$ cat src/rtl/encoder_pkg.sv
// Shared encoder/decoder definitions: mnemonic codes, opcode and funct values,
// the EXIT word, error codes and the encoder FSM state type.
package encoder_pkg;

   // Symbolic mnemonic codes presented on in_mnem; 25..31 are illegal.
   typedef enum logic [4:0] {
      MnAdd  = 5'd0,  MnAnd  = 5'd1,  MnJr   = 5'd2,  MnOr   = 5'd3,
      MnSll  = 5'd4,  MnSllv = 5'd5,  MnSrl  = 5'd6,  MnSrlv = 5'd7,
      MnSub  = 5'd8,  MnXor  = 5'd9,  MnAddi = 5'd10, MnAndi = 5'd11,
      MnBeq  = 5'd12, MnBgtz = 5'd13, MnBltz = 5'd14, MnBne  = 5'd15,
      MnJ    = 5'd16, MnJb   = 5'd17, MnJal  = 5'd18, MnLw   = 5'd19,
      MnOri  = 5'd20, MnSubi = 5'd21, MnSw   = 5'd22, MnXori = 5'd23,
      MnExit = 5'd24
   } mnem_e;

   // Primary opcodes (bits [31:26])
   localparam logic [5:0] OpRtype = 6'b000000;
   localparam logic [5:0] OpBgtz  = 6'b000001;
   localparam logic [5:0] OpJ     = 6'b000010;
   localparam logic [5:0] OpJal   = 6'b000011;
   localparam logic [5:0] OpBeq   = 6'b000100;
   localparam logic [5:0] OpBne   = 6'b000101;
   localparam logic [5:0] OpBltz  = 6'b000110;
   localparam logic [5:0] OpAddi  = 6'b001000;
   localparam logic [5:0] OpSubi  = 6'b001001;
   localparam logic [5:0] OpSw    = 6'b001011;
   localparam logic [5:0] OpAndi  = 6'b001100;
   localparam logic [5:0] OpOri   = 6'b001101;
   localparam logic [5:0] OpXori  = 6'b001110;
   localparam logic [5:0] OpJb    = 6'b001111;
   localparam logic [5:0] OpLw    = 6'b100011;
   localparam logic [5:0] OpExit  = 6'b111111;

   // R-type funct codes (bits [5:0])
   localparam logic [5:0] FnSll  = 6'b000000;
   localparam logic [5:0] FnSrl  = 6'b000010;
   localparam logic [5:0] FnSllv = 6'b000100;
   localparam logic [5:0] FnSrlv = 6'b000110;
   localparam logic [5:0] FnJr   = 6'b001000;
   localparam logic [5:0] FnAdd  = 6'b100000;
   localparam logic [5:0] FnSub  = 6'b100010;
   localparam logic [5:0] FnAnd  = 6'b100100;
   localparam logic [5:0] FnOr   = 6'b100101;
   localparam logic [5:0] FnXor  = 6'b100110;

   localparam logic [31:0] ExitWord = {OpExit, 26'd0};

   localparam logic [1:0] ErrNone     = 2'd0;
   localparam logic [1:0] ErrIllegal  = 2'd1;
   localparam logic [1:0] ErrRange    = 2'd2;
   localparam logic [1:0] ErrOverflow = 2'd3;

   typedef enum logic [1:0] {StIdle, StEncode, StWrite, StDone} state_e;

endpackage

$ cat src/rtl/instr_pack.sv
// Combinational field packer: turns one symbolic instruction into the 32-bit
// word the decoder consumes and flags illegal mnemonics / out-of-range fields.
// Ports:
//   mnem_i, rs_i, rt_i, rd_i, imm_i : symbolic instruction fields
//   word_o                          : packed instruction word
//   range_err_o                     : immediate does not fit its field
//   illegal_o                       : mnemonic code 25..31
module instr_pack
   import encoder_pkg::*;
(
   input  logic [4:0]  mnem_i,
   input  logic [4:0]  rs_i,
   input  logic [4:0]  rt_i,
   input  logic [4:0]  rd_i,
   input  logic [25:0] imm_i,
   output logic [31:0] word_o,
   output logic        range_err_o,
   output logic        illegal_o
);

   logic        imm_hi_nz;    // immediate does not zero-extend from 16 bits
   logic        shamt_hi_nz;  // shift amount does not fit 5 bits
   logic [25:0] imm_mag;      // magnitude of a negative J distance

   assign imm_hi_nz   = |imm_i[25:16];
   assign shamt_hi_nz = |imm_i[25:5];
   assign imm_mag     = ~imm_i + 26'd1;

   always_comb begin
      word_o      = '0;
      range_err_o = 1'b0;
      illegal_o   = 1'b0;
      case (mnem_i)
         MnAdd:  word_o = {OpRtype, rs_i, rt_i, rd_i, 5'd0, FnAdd};
         MnAnd:  word_o = {OpRtype, rs_i, rt_i, rd_i, 5'd0, FnAnd};
         MnOr:   word_o = {OpRtype, rs_i, rt_i, rd_i, 5'd0, FnOr};
         MnSub:  word_o = {OpRtype, rs_i, rt_i, rd_i, 5'd0, FnSub};
         MnXor:  word_o = {OpRtype, rs_i, rt_i, rd_i, 5'd0, FnXor};
         MnJr:   word_o = {OpRtype, rs_i, rt_i, rd_i, 5'd0, FnJr};
         // Shift amount goes in [25:21], source register in [20:16]
         MnSll: begin
            word_o      = {OpRtype, imm_i[4:0], rs_i, rd_i, 5'd0, FnSll};
            range_err_o = shamt_hi_nz;
         end
         MnSrl: begin
            word_o      = {OpRtype, imm_i[4:0], rs_i, rd_i, 5'd0, FnSrl};
            range_err_o = shamt_hi_nz;
         end
         MnSllv: word_o = {OpRtype, rt_i, rs_i, rd_i, 5'd0, FnSllv};
         MnSrlv: word_o = {OpRtype, rt_i, rs_i, rd_i, 5'd0, FnSrlv};
         MnAddi: begin word_o = {OpAddi, rs_i, rt_i, imm_i[15:0]}; range_err_o = imm_hi_nz; end
         MnAndi: begin word_o = {OpAndi, rs_i, rt_i, imm_i[15:0]}; range_err_o = imm_hi_nz; end
         MnBeq:  begin word_o = {OpBeq,  rs_i, rt_i, imm_i[15:0]}; range_err_o = imm_hi_nz; end
         MnBne:  begin word_o = {OpBne,  rs_i, rt_i, imm_i[15:0]}; range_err_o = imm_hi_nz; end
         MnLw:   begin word_o = {OpLw,   rs_i, rt_i, imm_i[15:0]}; range_err_o = imm_hi_nz; end
         MnOri:  begin word_o = {OpOri,  rs_i, rt_i, imm_i[15:0]}; range_err_o = imm_hi_nz; end
         MnSubi: begin word_o = {OpSubi, rs_i, rt_i, imm_i[15:0]}; range_err_o = imm_hi_nz; end
         MnSw:   begin word_o = {OpSw,   rs_i, rt_i, imm_i[15:0]}; range_err_o = imm_hi_nz; end
         MnXori: begin word_o = {OpXori, rs_i, rt_i, imm_i[15:0]}; range_err_o = imm_hi_nz; end
         MnBgtz: begin word_o = {OpBgtz, rs_i, 5'd0, imm_i[15:0]}; range_err_o = imm_hi_nz; end
         MnBltz: begin word_o = {OpBltz, rs_i, 5'd0, imm_i[15:0]}; range_err_o = imm_hi_nz; end
         MnJal:  begin word_o = {OpJal,  5'd0, rt_i, imm_i[15:0]}; range_err_o = imm_hi_nz; end
         // Backward jumps are re-encoded as JB with a positive magnitude
         MnJ:    word_o = imm_i[25] ? {OpJb, imm_mag} : {OpJ, imm_i};
         MnJb:   word_o = {OpJb, imm_i};
         MnExit: word_o = ExitWord;
         default: illegal_o = 1'b1;
      endcase
   end

endmodule

$ cat src/rtl/instr_encoder.sv
// Sequential instruction encoder / program-memory writer. Accepts symbolic
// instructions over valid/ready, packs them and writes them to consecutive
// addresses; every program ends with the EXIT word.
// Ports:
//   CLOCK_50, reset           : clock, asynchronous active-high reset
//   start                     : restart at address 0 (honoured in IDLE/DONE)
//   in_valid/in_ready, in_*   : request handshake and symbolic fields
//   mem_wr_en/addr/wdata      : instruction-memory write port
//   busy, done, err, err_code : status
//   word_count                : words written since start, EXIT included
module instr_encoder
   import encoder_pkg::*;
#(
   parameter int unsigned ADDR_W = 8,
   parameter int unsigned DEPTH  = 256
) (
   input  logic              CLOCK_50,
   input  logic              reset,
   input  logic              start,
   input  logic              in_valid,
   output logic              in_ready,
   input  logic [4:0]        in_mnem,
   input  logic [4:0]        in_rs,
   input  logic [4:0]        in_rt,
   input  logic [4:0]        in_rd,
   input  logic [25:0]       in_imm,
   output logic              mem_wr_en,
   output logic [ADDR_W-1:0] mem_addr,
   output logic [31:0]       mem_wdata,
   output logic              busy,
   output logic              done,
   output logic              err,
   output logic [1:0]        err_code,
   output logic [ADDR_W:0]   word_count
);

   state_e              state_q, state_d;
   logic [4:0]          mnem_q, rs_q, rt_q, rd_q;
   logic [25:0]         imm_q;
   logic [ADDR_W-1:0]   addr_q;
   logic [ADDR_W:0]     word_count_q;
   logic                mem_wr_en_q, err_q, exit_q;
   logic [ADDR_W-1:0]   mem_addr_q;
   logic [31:0]         mem_wdata_q;
   logic [1:0]          err_code_q;

   logic [31:0]         pk_word;
   logic                pk_range_err, pk_illegal;
   logic                start_ok, accept, at_last, overflow, reject, wr_exit;

   instr_pack u_pack (
      .mnem_i      (mnem_q),
      .rs_i        (rs_q),
      .rt_i        (rt_q),
      .rd_i        (rd_q),
      .imm_i       (imm_q),
      .word_o      (pk_word),
      .range_err_o (pk_range_err),
      .illegal_o   (pk_illegal)
   );

   assign start_ok = start && (state_q == StIdle || state_q == StDone);
   // start wins over a simultaneous request
   assign accept   = in_valid && (state_q == StIdle) && !start;

   // The last slot is reserved for EXIT; any other request there overflows
   assign at_last  = (addr_q == ADDR_W'(DEPTH - 1));
   assign overflow = at_last && (mnem_q != MnExit);
   assign reject   = !overflow && (pk_illegal || pk_range_err);
   assign wr_exit  = overflow || (mnem_q == MnExit);

   always_ff @(posedge CLOCK_50 or posedge reset) begin
      if (reset) state_q <= StIdle;
      else       state_q <= state_d;
   end

   always_comb begin
      state_d = state_q;
      unique case (state_q)
         StIdle:   if (accept) state_d = StEncode;
         StEncode: state_d = StWrite;
         StWrite:  state_d = exit_q ? StDone : StIdle;
         StDone:   if (start) state_d = StIdle;
         default:  state_d = StIdle;
      endcase
   end

   always_ff @(posedge CLOCK_50 or posedge reset) begin
      if (reset) begin
         mnem_q       <= '0;
         rs_q         <= '0;
         rt_q         <= '0;
         rd_q         <= '0;
         imm_q        <= '0;
         addr_q       <= '0;
         word_count_q <= '0;
         mem_wr_en_q  <= 1'b0;
         mem_addr_q   <= '0;
         mem_wdata_q  <= '0;
         err_q        <= 1'b0;
         err_code_q   <= ErrNone;
         exit_q       <= 1'b0;
      end else begin
         // Strobes are single-cycle unless re-asserted below
         mem_wr_en_q <= 1'b0;
         err_q       <= 1'b0;
         if (start_ok) begin
            addr_q       <= '0;
            word_count_q <= '0;
            err_code_q   <= ErrNone;
         end else if (accept) begin
            mnem_q     <= in_mnem;
            rs_q       <= in_rs;
            rt_q       <= in_rt;
            rd_q       <= in_rd;
            imm_q      <= in_imm;
            err_code_q <= ErrNone;
         end else if (state_q == StEncode) begin
            exit_q <= wr_exit;
            if (reject) begin
               err_q      <= 1'b1;
               err_code_q <= pk_illegal ? ErrIllegal : ErrRange;
            end else begin
               mem_wr_en_q  <= 1'b1;
               mem_addr_q   <= addr_q;
               mem_wdata_q  <= overflow ? ExitWord : pk_word;
               word_count_q <= word_count_q + (ADDR_W + 1)'(1);
               if (overflow) begin
                  err_q      <= 1'b1;
                  err_code_q <= ErrOverflow;
               end
               // Saturate rather than wrap at the last address
               if (!at_last) addr_q <= addr_q + ADDR_W'(1);
            end
         end
      end
   end

   assign in_ready   = (state_q == StIdle);
   assign busy       = (state_q == StEncode) || (state_q == StWrite);
   assign done       = (state_q == StDone);
   assign mem_wr_en  = mem_wr_en_q;
   assign mem_addr   = mem_addr_q;
   assign mem_wdata  = mem_wdata_q;
   assign err        = err_q;
   assign err_code   = err_code_q;
   assign word_count = word_count_q;

endmodule

$ cat config.mk
export PLATFORM = sky130hd
export DESIGN_NAME = instr_encoder
export DESIGN_NICKNAME = d
export VERILOG_FILES = /design/src/rtl/encoder_pkg.sv /design/src/rtl/instr_pack.sv /design/src/rtl/instr_encoder.sv
export SDC_FILE = /design/constraint.sdc
export NUM_CORES = 1
export LEC_CHECK = 0
export BUFFER_PORTS_ARGS = -buffer_cell sky130_fd_sc_hd__buf_2
export CAP_MARGIN = 20
export CORE_ASPECT_RATIO = 0.75
export CORE_UTILIZATION = 50
export CTS_CLUSTER_SIZE = 14
export DETAILED_ROUTE_END_ITERATION = 8
export PLACE_DENSITY = 0.84
export SYNTH_ARGS = -nofsm -noshare
export SYNTH_HDL_FRONTEND = slang
export SYNTH_SLANG_ARGS = --single-unit
export TNS_END_PERCENT = 100
$ cat constraint.sdc
create_clock -name CLOCK_50 -period 6.29 [get_ports CLOCK_50]
set_clock_uncertainty 0.15 [all_clocks]
set_input_delay 0.3145 -clock CLOCK_50 [delete_from_list [all_inputs] [get_ports CLOCK_50]]
set_output_delay 0.3145 -clock CLOCK_50 [all_outputs]
set_load 0.05 [all_outputs]
==> flow_summary.toml, run 1 <==
[floorplan]
die_w_um = 127
start_util_pct = 52.5
fp-row-count = 33
core_mm2 = 0.0111
io_pins = 106
die-area_mm2 = 0.0121
fp.dieH_um = 95.7

[timing]
relSlewSlack_pct = 32.1
finalCriticalPeriod_ns = 3.38
fin_setup_tns_ns = 0
worst_pin_slew_ns = 1.01
hold-worst-slack_ns = 0.0370
slew_viol_final = 0
min_period_over_period_pct = 53.7
max_clock_freq_mhz = 296
setup_ws_ns = 2.91
hold_viol = 0
rsz0062_at_grt = "no"
setup_viol = 0

[cts]
htreeDepth = 3
cts_root_buf = "clkbuf_16"
cts_resized = 0
clk_path_buf_depth = 2
ctsHoldBuffers = 1
cts_tree = "built"
clk_latency_ns = 0.35
numCtsBuffers = 9
cts_sinks = 110
cts.clk_slew.worst_paths_ns = 0.08
postCtsSetupBuffers = 0

[worst_setup_path]
crit_type = "reg2reg"
critical_path.top_delay_family = "simple AND/OR/NAND/NOR gates"
crit_buf_inv = 2
startpoint_type = "flop"
crit_required_ns = 6.37
crit_path_top_delay_cell = "or4_4"
critPathMaxFanout = 54
slowest_delay_ns = 0.59
end_kind = "flop"
critical_path_arrival_ns = 3.46
cp_cell_sequence = "inv_1 -> ha_1 -> nand3b_1 -> buf_4 -> nand2_1 -> or4_4 -> or4b_4 -> o22a_1"

[synth]
yosysSeqAreaShare_pct = 47.0
synth_xor_area_share_pct = 2.09
synth_seq_cells = 110
synthSimpleGateAreaFrac_pct = 15.2
avgSynthCellArea_um2 = 10.6
synth_area_leaders = "dfrtp_1, mux2_2, nor2_1"
synthAdderAreaFrac_pct = 1.71
synth_top_family_by_area = "compound AO/OA/AOI/OAI gates"
yosysTopAreaCell = "dfrtp_1"
synthFlopType = "dfrtp_1"
synth_compound_area_share_pct = 18.6
syn_nets = 612
netlist.area_leader.share_pct = 47.0
synth_area_mm2 = 0.00585
synthMuxAreaShare_pct = 12.2
async_reset_ff_share_pct = 100
yosysWarnings = 0
syn_inst = 554
synth_edf_count = 0
yosysUniqueCellTypes = 60

[placement]
io_buffers = 105
place.gp.congestion = 0.915
hpwl_um = 11400
preCtsSetupSlack_ns = 2.93
dp_cells = 770

[power_and_ir_drop]
vdd_drop_max_uv = 237
powerDensity_mw_per_mm2 = 574
power.leakage_nw = 3.13
power.total_mw = 3.91

[grt]
antenna_found_initial = 0
grt-ovfl-total = 0
grt_pass1_vias = 4776
grt.total_usage_pct = 27.2
grt_first_pass_wirelength_um = 25300
grt_max_degree = 58

[finish]
num_antenna_cells = 0
syn_to_final_growth_pct = 16.1
drive_above_1_share_pct = 30.6
seq_area_mm2 = 0.00275
fillers = 894
fin_nets = 701
stdcell_count = 788
multi_input_area_mm2 = 0.00293

[route]
drtPass1Iterations = 7
drtIter0Drc = 623
wl_um = 15700
wl_per_cell_um = 20.0
post_drt_via_cell_ratio = 6.36
drc_errors = 0
ant_nets = 0
vias = 5010

[hold_path]
hold_class = "in2reg"

[job]
cap_violations = 0

[outcome]
status = "completed"
[cell type report]
type,instances,area share [%]
Multi-Input combinational cell,398,43.1
Sequential cell,110,40.5
Timing Repair Buffer,112,8.54
Clock buffer,10,3.51
Tap cell,140,2.58
Clock inverter,6,1.10
Inverter,12,0.699
[registers in the layout (all words and copies together) (netlist names)]
signal,count
rs_q,5
state_q,2
err,1
mem_wdata,32
rt_q,5
addr_q,8
mnem_q,5
err_code,2
imm_q,26
word_count,9
mem_addr,8
rd_q,5
mem_wr_en,1
exit_q,1
[where the power goes]
| group | total [mW] | switching, mW | internal, mW | leakage, nW |
|---|---|---|---|---|
| sequential | 1.37 | 0.403 | 0.971 | 1.40 |
| combinational | 1.94 | 1.21 | 0.724 | 1.58 |
| clock | 0.594 | 0.268 | 0.326 | 0.152 |
| total | 3.91 | 1.88 | 2.02 | 3.13 |
[per-stage QoR]
step                      area (um2)  utilization [%]
final                           6800             61.0
after global routing            6800             61.0
after CTS                       6790             60.9
after detailed placement        6470             58.0
after global placement          6470             58.0
after floorplan                 5850                -
[path summary, 6_finish.rpt]
path | depth (start not counted) | startpoint | end | slack, ns
max | 8 | state_q[0] | mem_wdata[29] | 2.91
min | 2 | in_imm[15] | imm_q[15] | 0.04
max reg2reg | 8 | state_q[0] | mem_wdata[29] | 2.91
min reg2reg | 1 | mem_wdata[25] | mem_wdata[25] | 0.33
max in group asynchronous | 4 | reset | mem_addr[6] | 4.36
min in group asynchronous | 3 | reset | addr_q[0] | 0.47
[cell usage after synthesis (all sizes together), types with 9 or more instances]
library cell	count
a21oi	29
inv	12
a222oi	12
a22o	15
nand2	30
o21ai	28
or3	10
o31ai	9
dfrtp	110
nor4	11
o2bb2ai	10
nor3	10
nand3	10
clkbuf	31
xnor2	11
mux2	59
nor2	40
[per-layer routing]
layer	vias up	routed length, um	global-route usage, %	share of wire [%]
met5	-	0	0	0
met4	0	182	7.44	1.2
li1	2268	-	-	-
met1	2490	7270	38.5	46
met3	18	1280	6.95	8.1
met2	234	7000	41.5	44
[layout by cell type, fill, tap and decap left out, types with 5 or more instances in the layout]
master,synthesis,final
nor2_1,40,40
buf_4,0,6
mux2i_1,5,5
nand2_1,30,30
a21oi_1,29,29
and3_1,7,7
o2bb2ai_1,10,10
a22o_1,15,15
nand2b_1,7,7
o211ai_1,6,6
a21o_1,5,5
a222oi_1,12,12
nand3_1,10,10
xnor2_1,11,11
o31ai_1,9,9
clkbuf_16,0,9
inv_1,12,11
nand4_1,7,7
ha_1,8,8
mux2_2,59,59
dfrtp_1,110,110
nor3_1,10,10
or3_1,10,10
buf_2,0,105
nor2b_1,8,8
o21ai_0,28,28
nor4_1,8,7
[cell families (layout without fill, tap and decap cells)]
family,count (synthesis),in the layout
fa+ha+maj,8,8
xor+xnor,14,14
flops,110,110
mux,64,64
buf+inv,46,140
simple gates,159,159
compound gates,153,153
(Power assumes the default switching activity.)
==> run 2, diff against run 1 <==
--- a/config.mk
+++ b/config.mk
@@ -5,13 +5,14 @@
 export SDC_FILE = /design/constraint.sdc
 export NUM_CORES = 1
 export LEC_CHECK = 0
+export ABC_AREA = 1
 export BUFFER_PORTS_ARGS = -buffer_cell sky130_fd_sc_hd__buf_2
 export CAP_MARGIN = 20
 export CORE_ASPECT_RATIO = 0.75
 export CORE_UTILIZATION = 50
 export CTS_CLUSTER_SIZE = 14
 export DETAILED_ROUTE_END_ITERATION = 8
-export PLACE_DENSITY = 0.84
+export PLACE_DENSITY = 0.86
 export SYNTH_ARGS = -nofsm -noshare
 export SYNTH_HDL_FRONTEND = slang
 export SYNTH_SLANG_ARGS = --single-unit
==> constraint.sdc (replaced) <==
create_clock -name CLOCK_50 -period 2.9 [get_ports CLOCK_50]
set_clock_uncertainty 0.15 [all_clocks]
set_input_delay 0.145 -clock CLOCK_50 [delete_from_list [all_inputs] [get_ports CLOCK_50]]
set_output_delay 0.145 -clock CLOCK_50 [all_outputs]
set_load 0.05 [all_outputs]
==> run 2 against run 1 <==
Net effect:
- synthesized cell count increased by 54%
- utilization grew 2.2 points
- cell area rose by 14%
- global-route usage grew 1.4 points
- hold slack better by 0.11 ns
- wire length is 14% higher
- count of clock-buffer cells in the layout grew 2
- area after synthesis is 7.5% higher
- via count is 29% higher
- sequential share of layout area fell by 5.0 points
- fmax rose by 29%
- clock power grew 110%
- critical endpoint is now mem_wdata[0]
- largest power group unchanged
- highest routed layer unchanged
==> flow_summary.toml, run 2 <==
[outcome]
status = "completed"

[finish]
final_common_cell = "nand2_1"
drive_above_1_share_pct = 17.3
layout_common_cells = "nand2_1, dfrtp_1, buf_2"
largest_reg_flops = 32
fillers = 1117
num_antenna_cells = 0
syn_to_final_growth_pct = 23.2
fin_nets = 1060

[timing]
fin_setup_tns_ns = 0
finalCriticalPeriod_ns = 2.62
max_clock_freq_mhz = 382
min_period_over_period_pct = 90.2
slew_viol_final = 0
rsz0062_at_grt = "no"
setup_viol = 0
worst_pin_slew_ns = 0.657
relSlewSlack_pct = 55.7
hold_viol = 0
setup_ws_ns = 0.285

[route]
post_drt_via_cell_ratio = 5.50
drtPass1Iterations = 6
ant_nets = 0
drtIter0Drc = 705
wl_per_cell_um = 15.3
drc_errors = 0
vias = 6455
wl_um = 18000

[synth]
syn_inst = 854
yosysWarnings = 0
synth_area_mm2 = 0.00630
synthTopCellsByCount = "nand2_1, dfrtp_1, inv_1"
netlist.area_leader.share_pct = 43.7
synth_most_common_cell = "nand2_1"
yosysSeqAreaShare_pct = 43.7
synth_area_leaders = "dfrtp_1, nand2_1, o21ai_0"
synth_edf_count = 0
async_reset_ff_share_pct = 100
synth_seq_cells = 110
synthFlopType = "dfrtp_1"
yosysUniqueCellTypes = 45
yosysTopAreaCell = "dfrtp_1"
syn_nets = 912
avgSynthCellArea_um2 = 7.37

[hold_path]
hold_class = "in2reg"

[power_and_ir_drop]
power.leakage_nw = 4.05
powerDensity_mw_per_mm2 = 1160
vdd_drop_max_uv = 565

[placement]
preCtsSetupSlack_ns = 0.400
io_buffers = 105
place.gp.congestion = 1.05
hpwl_um = 12700

[grt]
grt_first_pass_wirelength_um = 29500
grt.total_usage_pct = 28.6
grt-ovfl-total = 0
grt_pass1_vias = 5994
grt_max_degree = 87
antenna_found_initial = 0

[job]
cap_violations = 0

[worst_setup_path]
critical_path_arrival_ns = 2.70
critPathMaxFanout = 17
crit_required_ns = 2.98
crit_type = "reg2reg"
end_kind = "flop"
startpoint_type = "flop"

[floorplan]
start_util_pct = 51.3
fp-row-count = 35
fp.dieH_um = 99.2
die-area_mm2 = 0.0130
die_w_um = 132
core_mm2 = 0.0123
io_pins = 106

[cts]
cts.clk_slew.worst_paths_ns = 0.07
cts_sinks = 110
postCtsSetupBuffers = 0
numCtsBuffers = 9
clk_path_buf_depth = 2
cts_tree = "built"
clk_latency_ns = 0.36
cts_root_buf = "clkbuf_16"
htreeDepth = 3
## run 2: cell count changes after synthesis, sizes merged, moves of 10 or more
cell / change
or3: -10
o21ai: +61
a222oi: -12
clkbuf: -16
inv: +79
o2bb2ai: -10
nand3: +68
nor4: -10
nor2: +25
mux2: -59
a22o: -15
nand4: +14
nand2: +259
## run 2: timing repair
item                      CTS  global route
hold endpoints to repair   67             0
resized for setup           0             0
hold buffers               47             0
## run 2: through the flow
| stage | power (mW) | area [um2] | utilization, % | hold slack (ns) | std cells |
|---|---|---|---|---|---|
| 2_1_floorplan | 6.45 | 6300 | - | 0.105 | 854 |
| 3_3_place_gp | 7.47 | 6990 | 57.0 | 0.0645 | 1110 |
| 3_5_place_dp | 7.60 | 6990 | 57.0 | 0.0635 | 1110 |
| 4_1_cts | 8.91 | 7750 | 63.2 | 0.130 | 1173 |
| 5_1_grt | 9.64 | 7750 | 63.2 | 0.175 | 1173 |
| 6_report | 9.01 | 7750 | 63.2 | 0.147 | 1173 |
## run 2: metal layers
metal	vias up	share of wire [%]	GRT usage, %
met3	38	10	5.66
met2	350	42	41.8
li1	3092	-	-
met1	2975	45	42.6
met5	-	0	0
met4	0	2.1	8.86
## run 2: worst paths after layout
path                                   from           end  slack (ns)  cells after the start
worst max-delay path              mnem_q[4]  mem_wdata[0]        0.28                      9
worst min-delay path                  start    state_q[1]        0.15                      5
min in group asynchronous             reset     addr_q[2]        0.23                      3
worst min register to register  mem_addr[1]   mem_addr[1]        0.33                      2
worst max register to register    mnem_q[4]  mem_wdata[0]        0.28                      9
max in group asynchronous             reset       rs_q[1]        1.59                      4
## run 2: power breakdown
group / total, mW / switching (mW) / internal [mW]
logic: 5.10 / 3.72 / 1.38
clock network: 1.23 / 0.577 / 0.658
registers: 2.67 / 0.548 / 2.13
## run 2: kinds of logic after synthesis
logic type | after synthesis | share of synthesized area, %
simple gates | 471 | 32.7
compound gates | 135 | 12.5
buf+inv | 120 | 8.11
flops | 110 | 43.7
xor+xnor | 10 | 1.39
fa+ha+maj | 8 | 1.59
## run 2: critical path, cell delays in order (launching register included)
cell and delay, ns:
dfrtp_1 0.73, inv_1 0.25, nand3_1 0.19, inv_1 0.07
nor2_1 0.13, nand3_1 0.11, nor2_2 0.23, nand2_1 0.21
a22oi_1 0.33, o21ai_1 0.09
## run 2: area by class of cell
cell class / count / area (um2) / area share [%]
inverter: 93 / 355 / 4.58
timing repair buffer: 164 / 1110 / 14.3
clock buffer: 12 / 267 / 3.44
tap: 166 / 208 / 2.68
multi-input combinational: 624 / 3030 / 39.1
sequential: 110 / 2750 / 35.5
clock inverter: 4 / 27.5 / 0.355
